[src/rtl/lsu_pkg.sv]
// Shared constants and types for the load/store unit: funct3 width codes,
// FSM state encoding and byte-strobe patterns.
package lsu_pkg;

  localparam logic [2:0] F3_B  = 3'b000;
  localparam logic [2:0] F3_H  = 3'b001;
  localparam logic [2:0] F3_W  = 3'b010;
  localparam logic [2:0] F3_BU = 3'b100;
  localparam logic [2:0] F3_HU = 3'b101;

  localparam logic [3:0] STRB_B    = 4'b0001;
  localparam logic [3:0] STRB_H_LO = 4'b0011;
  localparam logic [3:0] STRB_H_HI = 4'b1100;
  localparam logic [3:0] STRB_W    = 4'b1111;

  typedef enum logic [1:0] {
    IDLE = 2'd0,
    REQ  = 2'd1,
    DONE = 2'd2
  } lsu_state_t;

endpackage

[src/rtl/lsu_align.sv]
// Combinational data path of the LSU: request legality, store lane
// replication with strobes, and load lane extraction with extension.
module lsu_align
  import lsu_pkg::*;
(
  input  logic        i_we,
  input  logic [2:0]  i_funct3,
  input  logic [1:0]  i_addr_lo,
  input  logic [31:0] i_wdata,
  input  logic [2:0]  i_ld_funct3,
  input  logic [1:0]  i_ld_off,
  input  logic [31:0] i_mem_rdata,
  output logic        o_legal,
  output logic [3:0]  o_wstrb,
  output logic [31:0] o_wdata,
  output logic [31:0] o_ld_data
);

  logic [7:0]  w_byte;
  logic [15:0] w_half;

  assign w_byte = i_mem_rdata[{i_ld_off, 3'b000} +: 8];
  assign w_half = i_mem_rdata[{i_ld_off[1], 4'b0000} +: 16];

  always_comb begin
    o_legal = 1'b0;
    if (i_we) begin
      case (i_funct3)
        F3_B:    o_legal = 1'b1;
        F3_H:    o_legal = ~i_addr_lo[0];
        F3_W:    o_legal = (i_addr_lo == 2'b00);
        default: o_legal = 1'b0;
      endcase
    end else begin
      case (i_funct3)
        F3_B, F3_BU: o_legal = 1'b1;
        F3_H, F3_HU: o_legal = ~i_addr_lo[0];
        F3_W:        o_legal = (i_addr_lo == 2'b00);
        default:     o_legal = 1'b0;
      endcase
    end
  end

  // Store data is replicated into every lane so the strobes alone pick the bytes.
  always_comb begin
    o_wstrb = 4'b0000;
    o_wdata = 32'h0;
    case (i_funct3)
      F3_B: begin
        o_wstrb = STRB_B << i_addr_lo;
        o_wdata = {4{i_wdata[7:0]}};
      end
      F3_H: begin
        o_wstrb = i_addr_lo[1] ? STRB_H_HI : STRB_H_LO;
        o_wdata = {2{i_wdata[15:0]}};
      end
      F3_W: begin
        o_wstrb = STRB_W;
        o_wdata = i_wdata;
      end
      default: begin
        o_wstrb = 4'b0000;
        o_wdata = 32'h0;
      end
    endcase
  end

  always_comb begin
    o_ld_data = 32'h0;
    case (i_ld_funct3)
      F3_B:    o_ld_data = {{24{w_byte[7]}}, w_byte};
      F3_H:    o_ld_data = {{16{w_half[15]}}, w_half};
      F3_W:    o_ld_data = i_mem_rdata;
      F3_BU:   o_ld_data = {24'h0, w_byte};
      F3_HU:   o_ld_data = {16'h0, w_half};
      default: o_ld_data = 32'h0;
    endcase
  end

endmodule

[src/rtl/lsu_ctrl.sv]
// Load/store controller: accepts a request in IDLE, holds a req/ack memory
// transaction in REQ with a timeout, and reports completion for one cycle in DONE.
module lsu_ctrl
  import lsu_pkg::*;
#(
  parameter int TIMEOUT_CYCLES = 16
) (
  input  logic        clk,
  input  logic        rst_n,
  input  logic        req_valid,
  input  logic        req_we,
  input  logic [2:0]  funct3,
  input  logic [31:0] addr,
  input  logic [31:0] wdata,
  output logic        busy,
  output logic        done,
  output logic        err,
  output logic [31:0] rdata,
  output logic        mem_req,
  output logic        mem_we,
  output logic [31:0] mem_addr,
  output logic [3:0]  mem_wstrb,
  output logic [31:0] mem_wdata,
  input  logic        mem_ack,
  input  logic [31:0] mem_rdata
);

  localparam int CW = (TIMEOUT_CYCLES > 1) ? $clog2(TIMEOUT_CYCLES) : 1;
  localparam logic [CW-1:0] CNT_LAST = CW'(TIMEOUT_CYCLES - 1);

  lsu_state_t  r_state, w_next_state;
  logic [CW-1:0] r_cnt;
  logic        r_busy, r_done, r_err, r_mem_req, r_mem_we;
  logic [31:0] r_rdata, r_mem_addr, r_mem_wdata;
  logic [3:0]  r_mem_wstrb;
  logic [2:0]  r_funct3;
  logic [1:0]  r_off;

  logic        w_legal;
  logic [3:0]  w_wstrb;
  logic [31:0] w_wdata, w_ld_data;
  logic        w_expired;

  lsu_align u_align (
    .i_we        (req_we),
    .i_funct3    (funct3),
    .i_addr_lo   (addr[1:0]),
    .i_wdata     (wdata),
    .i_ld_funct3 (r_funct3),
    .i_ld_off    (r_off),
    .i_mem_rdata (mem_rdata),
    .o_legal     (w_legal),
    .o_wstrb     (w_wstrb),
    .o_wdata     (w_wdata),
    .o_ld_data   (w_ld_data)
  );

  assign w_expired = (r_cnt == CNT_LAST);

  always_ff @(posedge clk or negedge rst_n) begin
    if (!rst_n) r_state <= IDLE;
    else        r_state <= w_next_state;
  end

  always_comb begin
    w_next_state = r_state;
    case (r_state)
      IDLE:    if (req_valid) w_next_state = w_legal ? REQ : DONE;
      REQ:     if (mem_ack || w_expired) w_next_state = DONE;
      DONE:    w_next_state = IDLE;
      default: w_next_state = IDLE;
    endcase
  end

  // Ack is tested before expiry so a late ack in the final cycle still succeeds.
  always_ff @(posedge clk or negedge rst_n) begin
    if (!rst_n) begin
      r_cnt       <= '0;
      r_busy      <= 1'b0;
      r_done      <= 1'b0;
      r_err       <= 1'b0;
      r_rdata     <= 32'h0;
      r_mem_req   <= 1'b0;
      r_mem_we    <= 1'b0;
      r_mem_addr  <= 32'h0;
      r_mem_wstrb <= 4'b0000;
      r_mem_wdata <= 32'h0;
      r_funct3    <= 3'b000;
      r_off       <= 2'b00;
    end else begin
      r_done <= 1'b0;
      r_err  <= 1'b0;
      case (r_state)
        IDLE: begin
          if (req_valid) begin
            if (w_legal) begin
              r_busy      <= 1'b1;
              r_mem_req   <= 1'b1;
              r_mem_we    <= req_we;
              r_mem_addr  <= {addr[31:2], 2'b00};
              r_mem_wstrb <= req_we ? w_wstrb : 4'b0000;
              r_mem_wdata <= req_we ? w_wdata : 32'h0;
              r_funct3    <= funct3;
              r_off       <= addr[1:0];
              r_cnt       <= '0;
            end else begin
              r_done  <= 1'b1;
              r_err   <= 1'b1;
              r_rdata <= 32'h0;
            end
          end
        end
        REQ: begin
          if (mem_ack) begin
            r_busy    <= 1'b0;
            r_mem_req <= 1'b0;
            r_done    <= 1'b1;
            r_rdata   <= r_mem_we ? 32'h0 : w_ld_data;
          end else if (w_expired) begin
            r_busy    <= 1'b0;
            r_mem_req <= 1'b0;
            r_done    <= 1'b1;
            r_err     <= 1'b1;
            r_rdata   <= 32'h0;
          end else begin
            r_cnt <= r_cnt + 1'b1;
          end
        end
        default: ;
      endcase
    end
  end

  assign busy      = r_busy;
  assign done      = r_done;
  assign err       = r_err;
  assign rdata     = r_rdata;
  assign mem_req   = r_mem_req;
  assign mem_we    = r_mem_we;
  assign mem_addr  = r_mem_addr;
  assign mem_wstrb = r_mem_wstrb;
  assign mem_wdata = r_mem_wdata;

endmodule

[config.mk]
export PLATFORM = sky130hd
export DESIGN_NAME = lsu_ctrl
export DESIGN_NICKNAME = d
export VERILOG_FILES = /design/src/rtl/lsu_pkg.sv /design/src/rtl/lsu_align.sv /design/src/rtl/lsu_ctrl.sv
export SDC_FILE = /design/constraint.sdc
export NUM_CORES = 1
export LEC_CHECK = 0
export ABC_AREA = 1
export CORE_MARGIN = 2
export CORE_UTILIZATION = 50
export CTS_BUF_LIST = sky130_fd_sc_hd__clkbuf_8
export CTS_CLUSTER_SIZE = 10
export DETAILED_ROUTE_END_ITERATION = 12
export PLACE_DENSITY = 0.95
export SYNTH_ARGS = -nofsm -noshare
export SYNTH_HDL_FRONTEND = slang
export SYNTH_HIERARCHICAL = 1
export SYNTH_SLANG_ARGS = --single-unit
[constraint.sdc]
create_clock -name clk -period 4.1 [get_ports clk]
set_clock_uncertainty 0.2 [all_clocks]
set_input_delay 0.615 -clock clk [delete_from_list [all_inputs] [get_ports clk]]
set_output_delay 0.615 -clock clk [all_outputs]
set_load 0.02 [all_outputs]
**Word-level counts from Yosys, hierarchy flattened**

Index checks and enable logic that the tools add are counted.

- Bits of input ports: 104
- Register bits: 113
- Output and inout port bits: 105
- Logic and storage cells: 83

- Bitwise operators: 1
- Reductions and logical operators: 13
- Equal/unequal tests: 17
- Mux-type cells: 36
- Shift operators: 3
- Add/sub/neg operators: 1

Operator list:

| cell | count |
|---|---|
| 2-to-1 mux 32 bit | 6 |
| case mux 32 bit (5 select lines) | 1 |
| case mux 32 bit (3 select lines) | 1 |
| case mux 32 bit (2 select lines) | 1 |
| indexed part select 32 x 6 -> 16 bit | 1 |
| indexed part select 32 x 6 -> 8 bit | 1 |
| 2-to-1 mux 4 bit | 6 |
| equality test 3 bit (second input constant) | 4 |
| inequality test 2 bit (second input constant) | 6 |
| case mux 4 bit (3 select lines) | 1 |
| 2-to-1 mux 1 bit | 10 |
| case mux 4 bit (2 select lines) | 1 |
| AND reduction 4 bit | 2 |
| equality test 3 x 1 -> 1 bit (second input constant) | 2 |
| equality test 3 x 2 -> 1 bit (second input constant) | 2 |
| zero test 3 bit | 2 |
| 2-to-1 mux 2 bit | 3 |
| case mux 1 bit (2 select lines) | 3 |
| case mux 1 bit (3 select lines) | 2 |
| AND reduction 5 bit | 1 |
| adder 4 x 1 -> 4 bit (second input constant) | 1 |
| equality test 4 bit (second input constant) | 1 |
| zero test 2 bit | 2 |
| case mux 2 bit (2 select lines) | 1 |
| other kinds (9) | 10 |

**Depth between registers and ports, before layout**

- Word-level depth: 7
- Depth in mapped cells: 11
- Mapped depth without buffers: 10

**Modules after synthesis**

Netlist, hierarchy kept.

By module, submodules not included:

| module | instances | seq. area each (sq um) | cells an instance | area each (sq um) |
|---|---|---|---|---|
| lsu_ctrl | 1 | 2,827.7 | 501 | 4,506.8 |
| lsu_align | 1 | 0.0 | 331 | 1,411.4 |

**Worst setup path before layout**

Ideal clock, no wire load.

- Path kind: input to register
- Start: in funct3[2]
- End: reg r_mem_wdata[10], in the netlist mem_wdata[10]
- Required time: 3.770 ns
- Stages on the path: 9
- Arrival: 1.604 ns
- Path slack: 2.166 ns
- Cell sequence: nor2_1 -> buf_4 -> o211ai_1 -> nand2_1 -> nand3_2 -> buf_6 -> buf_2 -> nand2_1 -> o21ai_1

- Longest elaborated chain between the ends: 5
- Elaborated cells between the ends (all ways): 13
- Those cells by class: 4 x eq/ne; 5 x mux; 4 x reduce/logical

RTL lines:

| what | RTL line | source |
|---|---|---|
| from (decl) | lsu_ctrl.sv:12 | `input logic [2:0] funct3,` |
| equality test 3 bit, or another cell as far along | lsu_align.sv:35 | `case (i_funct3)` |
| OR reduction 2 bit | lsu_align.sv:35 |  |
| case mux 1 bit (3 select lines) | lsu_align.sv:35 |  |
| 2-to-1 mux 1 bit * | lsu_align.sv:27 | `if (i_we) begin` |
| named net w_legal | lsu_ctrl.sv:39 | `logic w_legal;` |
| AND reduction 3 bit (no line) * | - |  |
| to (signal assigned) | lsu_ctrl.sv:102 | `r_mem_wdata <= req_we ? w_wdata : 32'h0;` |
| to (decl) | lsu_ctrl.sv:34 | `logic [31:0] r_rdata, r_mem_addr, r_mem_wdata;` |

The timed path passes the listed nets; every way through them passes the cells marked *.
A chain may end at the register's enable or synchronous reset.

**Worst setup path after layout**

- Start: in req_we
- End: reg r_mem_req, in the netlist mem_req

- Longest elaborated chain between the ends: 3

RTL lines:

| what | RTL line | source |
|---|---|---|
| from (decl) | lsu_ctrl.sv:11 | `input logic req_we,` |
| 2-to-1 mux 1 bit | lsu_align.sv:27 |  |
| named net w_legal | lsu_ctrl.sv:39 |  |
| inequality test 2 bit (no line) | - |  |
| AND reduction 4 bit (no line) | - |  |
| to (signal assigned) | lsu_ctrl.sv:83 | `r_mem_req <= 1'b0;` |
| to (signal assigned) | lsu_ctrl.sv:98 | `r_mem_req <= 1'b1;` |
| to (signal assigned) | lsu_ctrl.sv:116 | `r_mem_req <= 1'b0;` |
| to (decl) | lsu_ctrl.sv:33 | `logic r_busy, r_done, r_err, r_mem_req, r_mem_we;` |

The timed path passes the listed nets, and every way through them passes these cells.

==> metrics <==
part of the Yosys area used for sequential elements 47.8%; RSZ-0062 raised after global routing no; Area Growth Syn to Fin 40.9%; Initial Util 51.6%; CP startpoint kind input port; Root Buffer clkbuf_8; Post-Syn Area 5920 sq um; largest net degree at the start of global routing 114; Net Sw Frac 37.2%; Worst Path Required 4.25 ns; clock sinks 113; fin crit share 63.2%; share of layout cells above drive strength 1 5.32%; normalized max-slew margin 24.2%; Max Buffers Root-to-Sink 2; Finish-stage setup viols 0; PortBufs 206; global-route usage over all layers 27.1%; predominant post-synthesis flop cell dfrtp_1; FF+latch count, synth 113; r2r startpoint r_funct3[1]; Fmax 386 MHz; Avg Inst Size Synth 7.11 sq um; vias 6074; row count 39; residual DRC count 0; Async S/R FF share, synth 100%; post-route ant nets 0; GR Overflow Total 0; sw power 1600 uW; CTS tree built; # diodes 0; post-DP HPWL 11.8 mm; WL final 17.0 mm; Die X 113 um; Pwr Total 4290 uW; Resized cells post-CTS 0; setup bufs post-CTS 0; Num CTS Buffers 17; CTS clk-pin slew, worst paths 0.07 ns; Critical Path AT 2.75 ns; io pins 209; maximum vdd drop 0.000310 V; number of synthesized flops with an enable pin 0; min-delay worst type in2async; DR iter-0 viols 465; final hold violations 0; setup TNS 0 ns; DR pass1 iterations 6; Levels on crit path 7; outcome complete, no violations; die height 113 um; H-tree levels 4; worst path buffer plus inverter count 3; critical-path cell list clkdlybuf4s50_1 -> o211ai_1 -> nand2_1 -> nand3_4 -> inv_2 -> o21ai_0 -> inv_1; # fillers 884; DR vias/cell 5.16; CP peak stage delay 0.93 ns; critical path's top delay family buffers and inverters; Hold Buf Count CTS 0; R2R setup slack 2.06 ns; gpl congestion 0.926; initial antenna violation count 0; max-capacitance violation count 0; fin nets 1126; Crit-path slowest cell clkdlybuf4s50_1; Post-Syn Instances 832; Final Max Slew Viols 0; pwr/cell area 514 nW/um^2; leakage power 0.00434 uW; crit path kind in2reg; wire length of the first global-routing pass 27.8 mm; Crit Path Max Fanout 37; actual slew at the worst max-slew pin 1.13 ns; Reg power frac 36.1%; Critical Path Sink Type flip-flop; post-DR wirelength/cell 14.5 um; Ys Warns 6; clock network power share 24.9%; DIE AREA 12700 sq um; Core Area 11500 sq um; Gate power share 38.9%; worst skew pair latency 0.42 ns; Unique masters post-synth 29; vias in the first global route 5924; reg2reg end rdata[2]; min Tclk post-route 2.59 ns; r2r worst-path depth 7; Int Power 2690 uW
through the flow:
step	setup WS, ns	hold slack (ns)	utilization (%)	area (sq um)	instances
after floorplan	2.17	0.119	-	5920	833
after global placement	1.14	0.262	69.2	7930	1145
after detailed placement	1.07	0.266	69.2	7930	1145
after CTS	1.53	0.163	72.7	8340	1176
after global routing	1.27	0.186	72.7	8340	1176
final	1.51	0.149	72.7	8340	1176
cells by family (layout without fill, tap and decap cells):
| kind of cell | count (synthesis) | in the layout | share of synthesized area (%) |
|---|---|---|---|
| other | 1 | 2 | 0.0634 |
| buffers and inverters | 98 | 298 | 8.71 |
| AND/OR/NAND/NOR | 570 | 570 | 38.9 |
| AO/OA/AOI/OAI | 49 | 49 | 4.29 |
| adder cells (fa/ha/maj) | 1 | 1 | 0.211 |
| flip-flops | 113 | 113 | 47.8 |
per-layer routing:
metal | routed length, um | track usage [%] | up-vias
li1 | - | - | 2938
met1 | 6880 | 34.2 | 2777
met2 | 8080 | 44.5 | 302
met3 | 1490 | 7.18 | 57
met4 | 571 | 11.4 | 0
met5 | 0 | 0 | -
placed cells by master, fill, tap and decap left out, types with 2 or more instances in the layout:
cell type and count:
nand2_1 444, o21ai_1 27, o21ai_0 18, inv_1 53, nand2_4 2, nand2_2 5, nor2_1 41, buf_4 4
clkinv_4 2, clkdlybuf4s50_1 205, nand3_1 68, clkbuf_8 19, conb_1 2, clkinv_2 4, nor2_4 3, bufinv_16 3
inv_2 4, dfrtp_1 113, buf_12 2
sequential cells by signal (all words and copies together), names as in the netlist:
signal	cells
r_state	2
done	1
mem_wdata	32
mem_wstrb	4
r_cnt	4
mem_req	1
mem_we	1
rdata	32
r_funct3	3
mem_addr	30
r_off	2
err	1
cell usage after synthesis, types with 2 or more instances:
library cell  instances  area share, %
dfrtp_1             113             48
buf_2                11           0.93
o21ai_1              27            2.3
nand2_4               2           0.38
nand2_2               5           0.53
buf_6                11            2.1
nand2_1             444             28
clkbuf_1              7           0.44
nor2_4                3           0.57
o21ai_0              18            1.5
inv_2                 4           0.25
nor2_1               41            2.6
buf_4                13            1.6
nand3_1              68            5.8
inv_1                51            3.2
worst max-delay path by stage:
| stage | to | from | slack, ns |
|---|---|---|---|
| 5_1_grt | mem_req | req_we | 1.27 |
| 2_1_floorplan | mem_wdata[10] | funct3[2] | 2.17 |
| 4_1_cts | mem_req | req_we | 1.53 |
| 6_report | mem_req | req_we | 1.51 |
| 3_3_place_gp | mem_req | req_we | 1.14 |
| 3_5_place_dp | mem_req | req_we | 1.07 |
cell type report:
| class | instances | area (sq um) | area share (%) |
|---|---|---|---|
| multi-input combinational | 622 | 2590 | 31.1 |
| inverter | 56 | 213 | 2.55 |
| timing repair buffer | 211 | 2120 | 25.5 |
| tap | 143 | 179 | 2.15 |
| clock inverter | 12 | 143 | 1.71 |
| sequential | 113 | 2830 | 33.9 |
| clock buffer | 19 | 262 | 3.14 |
power groups by stage:
stage / Sequential, uW / Combinational [uW] / Clock [uW]
6_report: 1550 / 1670 / 1070
3_3_place_gp: 1560 / 1620 / 0
3_5_place_dp: 1560 / 1650 / 0
5_1_grt: 1580 / 1820 / 1150
4_1_cts: 1550 / 1670 / 1090
2_1_floorplan: 1790 / 720 / 0
Power figures use the tool's default switching activity.
